`src/rtl/cpu_pkg.sv`:
```
// Shared mini-CPU definitions used by the execute-stage multiplier.
package cpu_pkg;

    localparam int MUL_WIDTH = 32;
    localparam int MUL_ITERS = 32;

    typedef enum logic [1:0] {
        IDLE  = 2'd0,
        RUN   = 2'd1,
        FIXUP = 2'd2,
        DONE  = 2'd3
    } mul_state_t;

endpackage

```
`src/rtl/ripple_carry_adder.sv`:
```
// Purely combinational ripple-carry adder with carry-out and signed overflow flags.
module ripple_carry_adder #(
    parameter int WIDTH = 32
) (
    input  logic [WIDTH-1:0] a,
    input  logic [WIDTH-1:0] b,
    output logic [WIDTH-1:0] sum,
    output logic             carry_flag,
    output logic             overflow_flag
);

    always_comb begin
        logic c;
        logic c_msb;
        c     = 1'b0;
        c_msb = 1'b0;
        sum   = '0;
        for (int i = 0; i < WIDTH; i++) begin
            if (i == WIDTH - 1) c_msb = c;
            sum[i] = a[i] ^ b[i] ^ c;
            c      = (a[i] & b[i]) | (c & (a[i] ^ b[i]));
        end
        carry_flag    = c;
        // Overflow when the carry into the sign bit differs from the carry out of it.
        overflow_flag = c ^ c_msb;
    end

endmodule

```
`src/rtl/seq_multiplier.sv`:
```
// Iterative 32x32->64 shift-add multiplier (unsigned/signed) with ready/valid on both sides.
module seq_multiplier
    import cpu_pkg::*;
#(
    parameter int WIDTH = MUL_WIDTH,
    parameter int CNT_W = 6
) (
    input  logic               clk,
    input  logic               rst_n,
    input  logic               in_valid,
    output logic               in_ready,
    input  logic [WIDTH-1:0]   op_a,
    input  logic [WIDTH-1:0]   op_b,
    input  logic               is_signed,
    output logic               out_valid,
    input  logic               out_ready,
    output logic [2*WIDTH-1:0] product,
    output logic               busy
);

    mul_state_t state, state_nxt;

    logic [CNT_W-1:0]   cnt;
    logic [WIDTH-1:0]   hi;
    logic [WIDTH-1:0]   lo;
    logic [WIDTH-1:0]   mcand;
    logic               neg;
    logic [2*WIDTH-1:0] product_r;

    logic [WIDTH-1:0]   add_b;
    logic [WIDTH-1:0]   add_sum;
    logic               add_carry;

    function automatic logic [WIDTH-1:0] abs_val(input logic [WIDTH-1:0] x);
        return x[WIDTH-1] ? (~x + WIDTH'(1)) : x;
    endfunction

    assign add_b = lo[0] ? mcand : '0;

    ripple_carry_adder #(.WIDTH(WIDTH)) u_add (
        .a             (hi),
        .b             (add_b),
        .sum           (add_sum),
        .carry_flag    (add_carry),
        .overflow_flag ()
    );

    always_ff @(posedge clk or negedge rst_n) begin
        if (!rst_n) state <= IDLE;
        else        state <= state_nxt;
    end

    always_comb begin
        state_nxt = state;
        unique case (state)
            IDLE:    if (in_valid) state_nxt = RUN;
            RUN:     if (cnt == CNT_W'(MUL_ITERS - 1)) state_nxt = FIXUP;
            FIXUP:   state_nxt = DONE;
            DONE:    if (out_ready) state_nxt = IDLE;
            default: state_nxt = IDLE;
        endcase
    end

    always_ff @(posedge clk or negedge rst_n) begin
        if (!rst_n) begin
            cnt       <= '0;
            hi        <= '0;
            lo        <= '0;
            mcand     <= '0;
            neg       <= 1'b0;
            product_r <= '0;
        end else begin
            unique case (state)
                IDLE: begin
                    if (in_valid) begin
                        mcand <= is_signed ? abs_val(op_a) : op_a;
                        lo    <= is_signed ? abs_val(op_b) : op_b;
                        hi    <= '0;
                        cnt   <= '0;
                        neg   <= is_signed & (op_a[WIDTH-1] ^ op_b[WIDTH-1]);
                    end
                end
                RUN: begin
                    // Shift the adder carry-out in at the top so no product bit is lost.
                    {hi, lo} <= {add_carry, add_sum, lo[WIDTH-1:1]};
                    cnt      <= cnt + CNT_W'(1);
                end
                FIXUP: begin
                    product_r <= neg ? (~{hi, lo} + (2*WIDTH)'(1)) : {hi, lo};
                end
                default: ;
            endcase
        end
    end

    assign in_ready  = (state == IDLE);
    assign out_valid = (state == DONE);
    assign busy      = (state == RUN) || (state == FIXUP);
    assign product   = product_r;

endmodule

```
`config.mk`:
```
export PLATFORM = sky130hd
export DESIGN_NAME = seq_multiplier
export DESIGN_NICKNAME = d
export VERILOG_FILES = /design/src/rtl/cpu_pkg.sv /design/src/rtl/ripple_carry_adder.sv /design/src/rtl/seq_multiplier.sv
export SDC_FILE = /design/constraint.sdc
export NUM_CORES = 1
export LEC_CHECK = 0
export CORE_MARGIN = 2
export CORE_UTILIZATION = 45
export CTS_CLUSTER_SIZE = 20
export DETAILED_ROUTE_END_ITERATION = 16
export DONT_BUFFER_PORTS = 1
export MAX_ROUTING_LAYER = met4
export PLACE_DENSITY = 0.63
export SYNTH_ARGS = -nofsm -noshare
export SYNTH_HDL_FRONTEND = slang
export SYNTH_SLANG_ARGS = --single-unit
```
`constraint.sdc`:
```
create_clock -name clk -period 14.7 [get_ports clk]
set_input_delay 0 -clock clk [delete_from_list [all_inputs] [get_ports clk]]
set_output_delay 0 -clock clk [all_outputs]
set_load 0.02 [all_outputs]
```
# --- After elaboration in Yosys (flattened, before gate mapping) ---
# Index checks and enable logic that the tools add are counted.
totals:
  elab_cells: 202
  output_inout_bits: 67
  input_bits: 69
  reg_bits: 169
op_classes:
  n_mux: 16
  n_addsub: 4
  n_eq_ne: 7
  bitwise: 162
  n_reduce_logical: 6
ops:
  columns: ["operator", "count"]
  rows:
  - ["two-way mux 32 bit", 7]
  - ["one-hot mux 32 bit (2 select lines)", 2]
  - ["adder 32 x 1 -> 32 bit, second input constant", 2]
  - ["adder 64 x 1 -> 64 bit, second input constant", 1]
  - ["bitwise AND 1 bit", 64]
  - ["two-way mux 64 bit", 1]
  - ["inverter 32 bit", 2]
  - ["inverter 64 bit", 1]
  - ["bitwise XOR 1 bit", 64]
  - ["bitwise OR 1 bit", 31]
  - ["one-hot mux 6 bit (2 select lines)", 1]
  - ["one-hot mux 2 bit (4 select lines)", 1]
  - ["adder 6 x 1 -> 6 bit, second input constant", 1]
  - ["== test 6 x 5 -> 1 bit, second input constant", 1]
  - ["two-way mux 2 bit", 3]
  - ["two-way mux 6 bit", 1]
  - ["== test 2 bit, second input constant", 2]
  - ["!= test 2 bit, second input constant", 2]
  - ["AND reduction 2 bit", 2]
  - ["AND reduction 3 bit", 1]
  - ["== test 2 x 1 -> 1 bit, second input constant", 1]
  - ["zero test 2 bit", 1]
  - ["!= test 2 x 1 -> 1 bit, second input constant", 1]
  - ["nonzero test 2 bit", 1]
  - ["logical OR 1 bit", 1]

# --- Depth between registers and ports, before layout ---
# Gate-level depths: netlist of the first run.
logic_depth:
  ltp_word: 65
  depth_mapped: 38
  ltp_nobuf: 37

# --- Hierarchy ---
# A second synthesis of the first run with hierarchy kept.
unflattened:
  hier_cells: 1190
  hier_area_um2: 10705.3
by_module_without_submodules:
  columns: ["module", "seq_area_each_um2", "instances", "area_each_um2", "cells_each"]
  rows:
  - ["seq_multiplier", 4229.1, 1, 10025.9, 1147]
  - ["ripple_carry_adder", 0.0, 1, 679.4, 43]

# --- Worst setup path before layout of the first run ---
# OpenSTA, ideal clock, no wires.
synth_timing:
  kind: "reg-to-reg"
  from: "register lo[0]"
  to: "register hi[30]"
  stages_incl_launch_ff: 38
  period_less_slack_ns: 12.845
  arrival_ns: 12.719
  slack_ns: 1.855
  t_required_ns: 14.574
  cell_sequence: "dfrtp_1 clkbuf_1 clkbuf_1 nand2_1 fa_1 fa_1 fa_1 fa_1 fa_1 fa_1 fa_1 fa_1 fa_1 fa_1 fa_1 fa_1 fa_1 fa_1 [... 2 more ...] fa_1 fa_1 fa_1 fa_1 fa_1 fa_1 fa_1 fa_1 fa_1 fa_1 fa_1 fa_1 fa_1 inv_1 fa_1 inv_1 fa_1 o21ai_0"
synth_via:
  elab_chain_cells: 64
synth_lines:
  columns: ["element", "line_no", "rtl"]
  rows:
  - ["start: declaration", "seq_multiplier.sv:25", "logic [WIDTH-1:0] lo;"]
  - ["start signal: assignment", "seq_multiplier.sv:77", "lo <= is_signed ? abs_val(op_b) : op_b;"]
  - ["start signal: assignment", "seq_multiplier.sv:85", "{hi, lo} <= {add_carry, add_sum, lo[WIDTH-1:1]};"]
  - ["two-way mux 32 bit *", "seq_multiplier.sv:38", "assign add_b = lo[0] ? mcand : '0;"]
  - ["bitwise AND 1 bit / bitwise XOR 1 bit (equally long branches)", "ripple_carry_adder.sv:21", "c = (a[i] & b[i]) | (c & (a[i] ^ b[i]));"]
  - ["bitwise AND 1 bit", "ripple_carry_adder.sv:21", null]
  - ["bitwise OR 1 bit", "ripple_carry_adder.sv:21", null]
  - ["bitwise AND 1 bit", "ripple_carry_adder.sv:21", null]
  - ["bitwise OR 1 bit", "ripple_carry_adder.sv:21", null]
  - ["bitwise AND 1 bit", "ripple_carry_adder.sv:21", null]
  - ["bitwise OR 1 bit", "ripple_carry_adder.sv:21", null]
  - ["[... 48 more ...]", null, null]
  - ["bitwise AND 1 bit", "ripple_carry_adder.sv:21", null]
  - ["bitwise OR 1 bit", "ripple_carry_adder.sv:21", null]
  - ["bitwise AND 1 bit", "ripple_carry_adder.sv:21", null]
  - ["bitwise OR 1 bit", "ripple_carry_adder.sv:21", null]
  - ["bitwise AND 1 bit", "ripple_carry_adder.sv:21", null]
  - ["bitwise OR 1 bit", "ripple_carry_adder.sv:21", null]
  - ["bitwise XOR 1 bit *", "ripple_carry_adder.sv:20", "sum[i] = a[i] ^ b[i] ^ c;"]
  - ["one-hot mux 32 bit (2 select lines) *", "seq_multiplier.sv:73", "unique case (state)"]
  - ["end signal: assignment", "seq_multiplier.sv:85", null]
  - ["end: declaration", "seq_multiplier.sv:24", "logic [WIDTH-1:0] hi;"]
# Every way passes the cells marked *; elsewhere a longest branch is shown, timed or not.
# A chain may end at the register's enable or synchronous reset.

# --- Worst setup path in the final report of the first run ---
# Ends and elaborated chain as after synthesis.

==> flow_summary.ini, run 1 <==
[sta]
fin_ws_ns = 1.573
drv_slew = 0
timing_hold_violations_final = 0
skew_ns = 0.01364
setup_tns_ns = 0
tightest_slew_ns = 1.142
setup_viol = 0
finalCritPeriodShare_pct = 89.30
slew-limit-headroom_pct = 23.71
rsz0062_at_grt = no
fin_crit_ns = 13.13
fmax_mhz = 76.18

[grt]
grt_pass1_vias = 8081
grt_pass1_wl_mm = 45.13
antenna_found_initial = 0
grtUsageTotal_pct = 24.57
grt_max_degree = 170
grt_remaining_overflow = 0

[worst_setup_path]
cp.required_ns = 14.97
cp_slowest_cell = fa_1
slowest_delay_ns = 0.46
path_buf_inv = 3
arrival_ns = 13.40
worstSetupPathType = reg -> reg
setup.worst_path.start_class = register
crit_top_cell = fa_1
critPathTopFamily = adder cells
cp_max_fo = 36
endpoint_kind = register

[floorplan]
start_util_pct = 46.06
die-area_um2 = 23620
row_count = 54
ios = 136
die_h_um = 153.7
dieWidth_um = 153.7
core_region_area_um2 = 21890

[placed_design]
place_ws_ns = 1.611
dpl.hpwl_mm = 19.27
place.gp.congestion = 0.8820
io_buffers = 0

[routing]
drt_iter0_markers = 747
num_vias = 8463
viasPerCell = 5.749
ant_nets = 0
routed_wl_mm = 27.67
routedWlPerCell_um = 18.80
route.detailed.drc = 0
firstDrtPassIters = 5

[status]
status = finished clean

[clock_network]
cts_tree = yes
clk_latency_ns = 0.44
clockRootBuffer = clkbuf_16
cts_max_level = 4
path_clk_slew_ns = 0.07
clockBufferDepth = 2
post_cts_buffers = 0
clkSinkCount = 169
cts-buffers-inserted = 17

[run]
drv_cap = 0

[layout]
n_antenna_cell = 0
num-nets-final = 1288
drive_above_1_share_pct = 5.453
final_core_utilization_pct = 53.93
syn2layout_area_growth_pct = 17.10

[hold_path]
hp-class = in -> reg

[power_and_ir_drop]
p_per_area_nw_per_um2 = 208.2
peakVddDrop_mv = 0.1685
p_leak_uw = 0.004516

[synth]
synth_cell_types = 52
netlist_area_um2 = 10080
seq_area_frac_synth_pct = 41.95
synthCells = 1124
syn_area_per_cell_um2 = 8.970
synth_edf_count = 0
synthArstFlopShare_pct = 100.0
synthFlopType = dfrtp_1
synth_seq_cells = 169
yosysWarnings = 0
synth_fp_nets = 1233
-- cells in the final DEF, fill, tap and decap left out, types with 31 or more instances in the layout --
cell / n
xnor2_1: 59
o22ai_1: 37
nor2_1: 110
o21ai_0: 102
xor2_1: 62
dlygate4sd3_1: 91
fa_1: 31
dfrtp_1: 169
a21oi_1: 106
nand2_1: 112
inv_1: 50
o31ai_1: 31
-- cells in the mapped netlist, drive strengths merged, types with 21 or more instances --
master / number / area [µm²]
o22ai: 37 / 231.5
or4: 24 / 191.4
nor3: 21 / 105.1
a21oi: 106 / 530.5
xor2: 62 / 543.0
clkbuf: 61 / 229.0
dfrtp: 169 / 4229
inv: 50 / 187.7
xnor2: 59 / 516.8
o31ai: 31 / 232.7
nor2: 112 / 430.4
nand2: 113 / 424.2
o21ai: 104 / 520.5
fa: 31 / 620.6
-- metal layers --
layer	share of wire, %	global-route usage [%]
met2	41	32.25
met3	7.7	4.932
met4	1.7	6.204
met5	0	-
met1	50	38.44
-- per-stage QoR --
step                instance area [µm²]  hold WS, ns  power [µW]  cells
detailed placement                10280      -0.2816        1957   1348
finish                            11810      0.01242        2458   1472
global placement                  10280      -0.2828        1942   1348
CTS                               11810     0.003386        2457   1472
floorplan                         10080      -0.2956        1691   1124
global route                      11810      0.01532        2647   1472
-- layout make-up --
| class | count | area (µm²) |
|---|---|---|
| Sequential cell | 169 | 4229 |
| Fill cell | 2061 | 10080 |
| Tap cell | 280 | 350.3 |
| Timing Repair Buffer | 100 | 998.5 |
| Inverter | 50 | 187.7 |
| Clock buffer | 18 | 429.2 |
| Multi-Input combinational cell | 841 | 5450 |
| Clock inverter | 14 | 161.4 |
-- worst register-to-register path: cells and delay by family (launching register included) --
| family | cells | cell delay (ns) |
|---|---|---|
| buf+inv | 3 | 0.44 |
| fa+ha+maj | 31 | 11.99 |
| flops | 1 | 0.33 |
| simple gates | 1 | 0.13 |
| compound gates | 1 | 0.07 |
-- power breakdown --
group	switching [µW]	internal, µW
combinational	634	388
sequential	308	675
clock	199	254
total	1140	1320
-- sequential cells by signal (all words and copies together) (netlist names) --
signal and cells:
cnt 6, hi 32, lo 32, mcand 32, neg 1, product 64
state 2
-- worst paths after layout --
path                           start          end  slack [ns]  cells after the start
min                          op_a[0]     mcand[5]        0.01                      3
min reg2reg                mcand[30]    mcand[30]        0.47                      2
max                            lo[0]       hi[30]        1.57                     36
min in group asynchronous      rst_n     state[0]        0.27                      2
max in group asynchronous      rst_n  product[40]       13.76                      2
max reg2reg                    lo[0]       hi[30]        1.57                     36
-- cell families (layout without fill, tap and decap cells) --
logic type / after synthesis / after routing / share of synthesized area (%)
buffers and inverters: 114 / 182 / 4.257
DFF: 169 / 169 / 41.95
muxes: 8 / 8 / 0.8315
adders and majority gates: 40 / 40 / 7.272
and+or+nand+nor: 367 / 367 / 17.81
AOI/OAI and AO/OA: 305 / 305 / 17.37
xor gates and xnor gates: 121 / 121 / 10.51
-- what timing repair did --
| action | CTS | global route |
|---|---|---|
| hold buffers | 92 | 0 |
| endpoints found under the hold margin | 236 | 0 |
| resized for setup | 0 | 0 |
Note: power is estimated with default switching activity, not from simulation.
==> run 2: changes to the inputs <==
--- a/config.mk
+++ b/config.mk
@@ -5,6 +5,7 @@
 export SDC_FILE = /design/constraint.sdc
 export NUM_CORES = 1
 export LEC_CHECK = 0
+export CORE_ASPECT_RATIO = 0.6
 export CORE_MARGIN = 2
 export CORE_UTILIZATION = 45
 export CTS_CLUSTER_SIZE = 20
==> flow_summary.ini, run 2 (synthesized netlist as in run 1, its figures left out) <==
[routing]
ant_nets = 0
drt_iter0_markers = 827
routedWlPerCell_um = 20.67
firstDrtPassIters = 5
routed_wl_mm = 30.68
route.detailed.drc = 0
num_vias = 8664
viasPerCell = 5.838

[sta]
timing_hold_violations_final = 0
drv_slew = 0
fin_crit_ns = 13.44
tightest_slew_ns = 1.283
skew_ns = 0.01229
setup_tns_ns = 0
rsz0062_at_grt = no
finalCritPeriodShare_pct = 91.40
slew-limit-headroom_pct = 13.65
fin_ws_ns = 1.265
fmax_mhz = 74.43
setup_viol = 0
fin_hold_ws_ns = 0.01993

[worst_setup_path]
cp.required_ns = 14.98
cp_max_fo = 32
path_buf_inv = 4
ff2ff_path_depth = 38
reg2reg_setup_slack_ns = 1.26
crit_start = lo[0]
rr_startpoint = lo[0]
path_depth = 38
endpoint_kind = register
critical_path.endpoint = hi[30]
cp_slowest_cell = fa_1
slowest_delay_ns = 0.46
arrival_ns = 13.72
r2r_end = hi[30]
critPathTopFamily = adder cells
crit_top_cell = fa_1
worstSetupPathType = reg -> reg
setup.worst_path.start_class = register

[grt]
grt_pass1_wl_mm = 48.59
grtUsageTotal_pct = 27.92
grt_pass1_vias = 8189
grt_remaining_overflow = 0
grt_max_degree = 170
antenna_found_initial = 0

[clock_network]
post_cts_buffers = 0
clk_latency_ns = 0.44
cts_max_level = 4
cts-buffers-inserted = 17
cts_resized = 0
clockBufferDepth = 2
clkSinkCount = 169
clockRootBuffer = clkbuf_16
cts_tree = yes
path_clk_slew_ns = 0.07

[hold_path]
hp-class = in -> reg
whs_path_depth = 4

[floorplan]
core_region_area_um2 = 22020
row_count = 42
start_util_pct = 45.79
die-area_um2 = 23660
ios = 136
die_h_um = 119.9
dieWidth_um = 197.2

[layout]
mostFrequentLayoutCells = dfrtp_1 (169), nand2_1 (112), nor2_1 (110), a21oi_1 (106), o21ai_0 (102)
stdcell_count = 1484
fill_cells = 1982
layout_commonest_cell = dfrtp_1
drive_above_1_share_pct = 5.439
largest_register_ffs = 64
syn2layout_area_growth_pct = 17.42
num-nets-final = 1291
fin_area_um2 = 11840

[power_and_ir_drop]
peakVddDrop_mv = 0.1504
p_leak_uw = 0.004525
p_per_area_nw_per_um2 = 211.2

[placed_design]
place.gp.congestion = 0.9437
dp.cells = 1353
dpl.hpwl_mm = 22.14
io_buffers = 0
placed_cell_area_um2 = 10280
place_ws_ns = 1.318

[status]
status = finished clean

[run]
drv_cap = 0
==> run 2: timing repair <==
action                                 in CTS  in global routing
setup endpoints to repair                   0                  0
hold buffers                               96                  0
endpoints found under the hold margin     236                  0
==> run 2: where the power goes <==
group | internal (µW) | switching (µW) | total, µW
registers | 674 | 332 | 1010
logic | 387 | 664 | 1050
clock network | 241 | 201 | 443
==> run 2: tightest hold or removal path, cell delays in order <==
cell	delay [ns]
or4_1	0.09
o21ai_0	0.11
xor2_1	0.15
a21oi_1	0.07
==> run 2: worst min-delay path by stage <==
| stage | startpoint | to | slack [ns] |
|---|---|---|---|
| floorplan | rst_n | cnt[0] | -0.30 |
| global placement | rst_n | state[0] | -0.29 |
| detailed placement | rst_n | state[0] | -0.29 |
| CTS | op_b[15] | lo[18] | 0.001 |
| global route | op_b[8] | lo[9] | 0.06 |
| finish | op_b[15] | lo[18] | 0.02 |
==> run 2: per-stage QoR <==
step | power (µW) | util, %
after floorplan | 1691 | -
after global placement | 1981 | 46.68
after detailed placement | 1999 | 46.68
after CTS | 2488 | 53.73
after global routing | 2690 | 53.73
final | 2500 | 53.77
==> run 2: cell type report <==
class / count / area (µm²) / area share, %
clock inverter: 14 / 136.4 / 1.152
tap: 286 / 357.8 / 3.023
clock buffer: 18 / 439.2 / 3.710
timing repair buffer: 103 / 1031 / 8.708
multi-input combinational: 841 / 5450 / 46.04
inverter: 50 / 187.7 / 1.585
sequential: 169 / 4229 / 35.72
antenna: 3 / 7.507 / 0.06341
==> run 2: per-layer routing <==
metal  vias to the layer above  part of all wire (%)  GRT usage, %
met4                         0                   1.5         6.814
met1                      4117                    53         45.72
met5                         -                     0             -
li1                       4075                     -             -
met3                        41                    12         9.106
met2                       431                    34         31.10
